$ cat config.mk
export PLATFORM = sky130hd
export DESIGN_NAME = aes_mix_columns_seq
export DESIGN_NICKNAME = d
export VERILOG_FILES = /design/src/rtl/aes_mix_columns_seq.sv
export SDC_FILE = /design/constraint.sdc
export NUM_CORES = 1
export LEC_CHECK = 0
export CAP_MARGIN = 10
export CORE_UTILIZATION = 48
export DETAILED_ROUTE_END_ITERATION = 12
export GPL_TIMING_DRIVEN = 0
export PLACE_DENSITY = 0.86
export REMOVE_ABC_BUFFERS = 1
export SETUP_SLACK_MARGIN = 0.15
export SYNTH_ARGS = -nofsm -noshare
export SYNTH_HDL_FRONTEND = slang
export SYNTH_SLANG_ARGS = --single-unit
$ cat constraint.sdc
create_clock -name clk -period 3.7 [get_ports clk]
set_input_delay 0.555 -clock clk [delete_from_list [all_inputs] [get_ports clk]]
set_output_delay 0.555 -clock clk [all_outputs]
set_load 0.03 [all_outputs]
$ cat src/rtl/aes_mix_columns_seq.sv
// aes_mix_columns_seq: sequential AES MixColumns / InvMixColumns over a
// 128-bit state, COLS_PER_CYCLE columns per clock, valid/ready on both sides.
module aes_mix_columns_seq #(
  parameter int COLS_PER_CYCLE = 1
) (
  input  logic         clk,
  input  logic         rstn,
  input  logic         inValid,
  output logic         inReady,
  input  logic [127:0] inData,
  input  logic         inInverse,
  output logic         outValid,
  input  logic         outReady,
  output logic [127:0] outData,
  output logic         busy
);

  generate
    if (COLS_PER_CYCLE != 1 && COLS_PER_CYCLE != 2 && COLS_PER_CYCLE != 4) begin : g_bad_param
      $error("aes_mix_columns_seq: COLS_PER_CYCLE must be 1, 2 or 4");
    end
  endgenerate

  typedef enum logic [1:0] {IDLE, BUSY, DONE} state_t;

  state_t       state_reg, state_next;
  logic [127:0] work_reg, work_next;
  logic [2:0]   col_cnt_reg;
  logic         mode_reg;
  logic [127:0] out_data_reg;
  logic         out_valid_reg;
  logic         last_step;

  // GF(2^8) multiply by x, reduction polynomial x^8+x^4+x^3+x+1.
  function automatic logic [7:0] xtime(input logic [7:0] a);
    return {a[6:0], 1'b0} ^ (a[7] ? 8'h1b : 8'h00);
  endfunction

  // One column: forward uses {02,03,01,01}, inverse {0E,0B,0D,09}.
  // The inverse path builds 2a, 4a, 8a once per byte and reuses them.
  function automatic logic [31:0] mix_col(input logic [31:0] col, input logic inv);
    logic [7:0] a  [4];
    logic [7:0] m2 [4];
    logic [7:0] m4 [4];
    logic [7:0] m8 [4];
    logic [7:0] m9 [4];
    logic [7:0] mb [4];
    logic [7:0] md [4];
    logic [7:0] me [4];
    logic [7:0] b  [4];
    for (int r = 0; r < 4; r++) begin
      a[r]  = col[31-8*r -: 8];
      m2[r] = xtime(a[r]);
      m4[r] = xtime(m2[r]);
      m8[r] = xtime(m4[r]);
      m9[r] = m8[r] ^ a[r];
      mb[r] = m8[r] ^ m2[r] ^ a[r];
      md[r] = m8[r] ^ m4[r] ^ a[r];
      me[r] = m8[r] ^ m4[r] ^ m2[r];
    end
    for (int r = 0; r < 4; r++) begin
      if (inv)
        b[r] = me[r] ^ mb[(r+1)%4] ^ md[(r+2)%4] ^ m9[(r+3)%4];
      else
        b[r] = m2[r] ^ m2[(r+1)%4] ^ a[(r+1)%4] ^ a[(r+2)%4] ^ a[(r+3)%4];
    end
    return {b[0], b[1], b[2], b[3]};
  endfunction

  // Column view of the work register.
  logic [31:0] cols      [4];
  logic [31:0] cols_next [4];

  generate
    for (genvar gi = 0; gi < 4; gi++) begin : g_cols
      assign cols[gi] = work_reg[127-32*gi -: 32];
    end
  endgenerate

  // One mixing unit per column slot; slot gi handles column col_cnt+gi.
  logic [1:0]  slot_idx [COLS_PER_CYCLE];
  logic [31:0] slot_out [COLS_PER_CYCLE];

  generate
    for (genvar gi = 0; gi < COLS_PER_CYCLE; gi++) begin : g_slots
      assign slot_idx[gi] = col_cnt_reg[1:0] + 2'(gi);
      assign slot_out[gi] = mix_col(cols[slot_idx[gi]], mode_reg);
    end
  endgenerate

  // Write transformed columns back in place; untouched columns pass through.
  always_comb begin
    cols_next = cols;
    for (int s = 0; s < COLS_PER_CYCLE; s++) begin
      cols_next[slot_idx[s]] = slot_out[s];
    end
    work_next = {cols_next[0], cols_next[1], cols_next[2], cols_next[3]};
  end

  assign last_step = ({1'b0, col_cnt_reg} + 4'(COLS_PER_CYCLE)) == 4'd4;

  // State register.
  always_ff @(posedge clk) begin
    if (!rstn) state_reg <= IDLE;
    else       state_reg <= state_next;
  end

  // Next-state logic.
  always_comb begin
    state_next = state_reg;
    case (state_reg)
      IDLE:    if (inValid)   state_next = BUSY;
      BUSY:    if (last_step) state_next = DONE;
      DONE:    if (outReady)  state_next = IDLE;
      default: state_next = IDLE;
    endcase
  end

  // Datapath: latch on accept, mix columns while busy, register the result.
  always_ff @(posedge clk) begin
    if (!rstn) begin
      work_reg      <= '0;
      col_cnt_reg   <= '0;
      mode_reg      <= 1'b0;
      out_data_reg  <= '0;
      out_valid_reg <= 1'b0;
    end else begin
      case (state_reg)
        IDLE: begin
          if (inValid) begin
            work_reg    <= inData;
            mode_reg    <= inInverse;
            col_cnt_reg <= '0;
          end
        end
        BUSY: begin
          work_reg    <= work_next;
          col_cnt_reg <= col_cnt_reg + 3'(COLS_PER_CYCLE);
          if (last_step) begin
            out_data_reg  <= work_next;
            out_valid_reg <= 1'b1;
          end
        end
        DONE: begin
          if (outReady) out_valid_reg <= 1'b0;
        end
        default: ;
      endcase
    end
  end

  assign inReady  = (state_reg == IDLE);
  assign busy     = (state_reg != IDLE);
  assign outValid = out_valid_reg;
  assign outData  = out_data_reg;

endmodule

==> flow_summary.yaml <==
global_routing:
  grt_util_met2: 0.514
  grt_pass1_wl_um: 76200
  grt_overflow: 0
  grt.met1_usage: 0.422
  grt_usage: 0.325
  met3_usage: 0.0660
  antenna_found_initial: 2
  grt_pass1_vias: 13200
  grt_max_degree: 84
  grt-busiest-layer: "met2"
finish:
  num-nets-final: 1879
  stdcell_area_um2: 19100
  register_area_um2: 5270
  fin_util: 0.665
  multi_input_area_um2: 8710
  final_cells: 2142
  fillers: 2110
  area_delta_synth_final_pct: 36.2
  drive_above_1_share: 0.161
placement:
  dp_hpwl_um: 31900
  gp_congestion: 0.926
  port_buffers: 263
  dpl_cell_area_um2: 16900
  placedCellCount: 2000
worst_setup_path:
  crit_path_end_kind: "flop"
  reg2reg_depth: 12
  r2r-end: "outData[11]"
  path_class: "reg2reg"
  required_ps: 4100
  r2r_slack_ps: 130
  cp-start-kind: "flop"
  worstPathMaxFanout: 8
  timing.rr.start: "col_cnt_reg[0]"
  cp.arrival_ps: 3970
route:
  post_drt_via_cell_ratio: 6.47
  wire_per_inst_um: 24.5
  drc: 0
  drtIter0Drc: 2027
  routed_wl_um: 52600
  ant_nets: 0
  drt_first_pass_iters: 6
  vias: 13900
run:
  maxCapViolations: 0
clock_network:
  root_buffer: "clkbuf_16"
  ctsLongestPathBuffers: 3
  cts_tree: "done"
  numCtsBuffers: 28
  clk_latency_ps: 550
  numClockSinks: 263
  clk_pin_slew_ps: 60
  htreeDepth: 1
sta:
  post-route-period-util: 0.964
  finalSetupViolations: 0
  worst_clock_skew_ps: 16.9
  drv_slew: 0
  fmax_mhz: 280
  final-hold-violation-count: 0
  tightest_slew_ps: 1410
  final.min_clock_period_ps: 3570
  rsz0062_at_grt: "yes"
  relSlewSlack: 0.0581
floorplanning:
  chipWidth_um: 173
  initial_core_util: 0.488
  pin_count: 264
  rows: 62
  die-area_um2: 29900
  die_h_um: 173
  fp.coreArea_um2: 28700
logic_synthesis:
  async_flop_share: 0
  ys_seq_area_frac: 0.376
  synth_area_um2: 14000
  avgSynthCellArea_um2: 9.47
  ys_warn_count: 0
  synth_edf_count: 0
  postSynthCellCount: 1479
  ys.flop_type: "dfxtp_1"
  netlist-cell-type-count: 58
  synth-seq-cells: 263
power:
  irDropWorstVdd_v: 0.000607
  p_leak_nw: 7.18
  powerDensity_nw_per_um2: 734
hold_path:
  whs_path_depth: 1
  hp-start: "outData[20]"
  hp-class: "reg2reg"
  hold-path-endpoint: "outData[20]"
outcome:
  status: "complete, no violations"
-- logic make-up (layout without fill, tap and decap cells) --
| group | Yosys count | in the layout | share of synthesized area |
|---|---|---|---|
| xor+xnor | 198 | 198 | 0.166 |
| mux | 45 | 45 | 0.0645 |
| fa+ha+maj | 5 | 5 | 0.00447 |
| buf+inv | 149 | 419 | 0.0476 |
| compound gates | 504 | 504 | 0.244 |
| flops | 263 | 263 | 0.376 |
| simple gates | 315 | 322 | 0.0980 |
| other cells | 0 | 2 | 0 |
-- placed cells by master (no fill, tap or decap), types with 34 or more instances in the layout --
cell | netlist | final
a21oi_1 | 187 | 186
a22o_1 | 56 | 56
buf_4 | 6 | 74
clkdlybuf4s50_1 | 0 | 262
dfxtp_1 | 263 | 261
nand2_1 | 108 | 103
nand3_1 | 34 | 34
nor2_1 | 120 | 112
o21ai_0 | 47 | 43
o221ai_1 | 88 | 88
xnor2_1 | 115 | 85
-- critical path, cell delays in order (launching register included) --
cell,delay [ps]
dfxtp_4,410
buf_12,150
buf_8,130
buf_6,110
mux4_2,590
xnor2_4,230
buf_6,160
xor2_4,170
xnor3_1,440
xor2_1,180
nand2_2,110
xnor2_2,540
o211ai_1,190
-- final cells by class --
class	count	area share
well taps	384	0.0252
clock inverters	7	0.00341
diodes	2	0.000262
inverters	9	0.00203
clock buffers	38	0.0414
repair buffers	365	0.195
multi-input cells	1074	0.456
flip-flops and latches	263	0.276
-- report_power, final --
part	total, mW	internal (mW)	switching, mW
clock network	2.66	1.54	1.12
logic	8.17	3.70	4.47
registers	3.18	3.02	0.157
-- how the worst max path moves through the flow --
stage / start / to / slack [ps]
finish: col_cnt_reg[0] / outData[11] / 130
global route: col_cnt_reg[0] / cols[100] / 60
CTS: col_cnt_reg[0] / outData[30] / 70
detailed placement: col_cnt_reg[0] / outData[123] / -1240
global placement: rstn / outData[110] / -10350
floorplan: col_cnt_reg[0] / outData[101] / -3430
-- layer usage --
layer	wire, µm	vias to the layer above
li1	-	5988
met1	20000	6642
met2	23700	1003
met3	5830	233
met4	3090	0
met5	0	-
-- metrics by stage --
stage	power (mW)	hold WS, ps	worst slack, ps	TNS (ps)
6_report	14.0	453	132	0
5_1_grt	14.5	474	56.4	0
4_1_cts	13.0	456	72.6	0
3_5_place_dp	9.58	443	-1240	-164310
3_3_place_gp	9.43	437	-10350	-1597200
2_1_floorplan	7.99	437	-3430	-374460
-- Yosys cell counts (14+ instances only) --
library cell | number | area [µm²]
o211ai_1 | 17 | 128
a22o_1 | 56 | 490
nand3_1 | 34 | 170
o221ai_1 | 88 | 771
xnor3_1 | 22 | 495
a211oi_1 | 26 | 195
xor2_1 | 41 | 359
nor2_1 | 120 | 450
xnor2_1 | 115 | 1010
a21oi_1 | 187 | 936
o21ai_0 | 47 | 235
nand2_1 | 108 | 405
dfxtp_1 | 263 | 5270
clkbuf_1 | 111 | 417
nand4_1 | 15 | 93.8
mux4_1 | 14 | 368
mux4_2 | 18 | 405
-- timing repair --
item,in CTS,in global routing
gates resized for setup,62,42
setup endpoints to repair,258,165
pin swaps,22,21
setup buffers,36,48
hold buffers,0,0
cloned,5,4
Power figures use the tool's default switching activity.
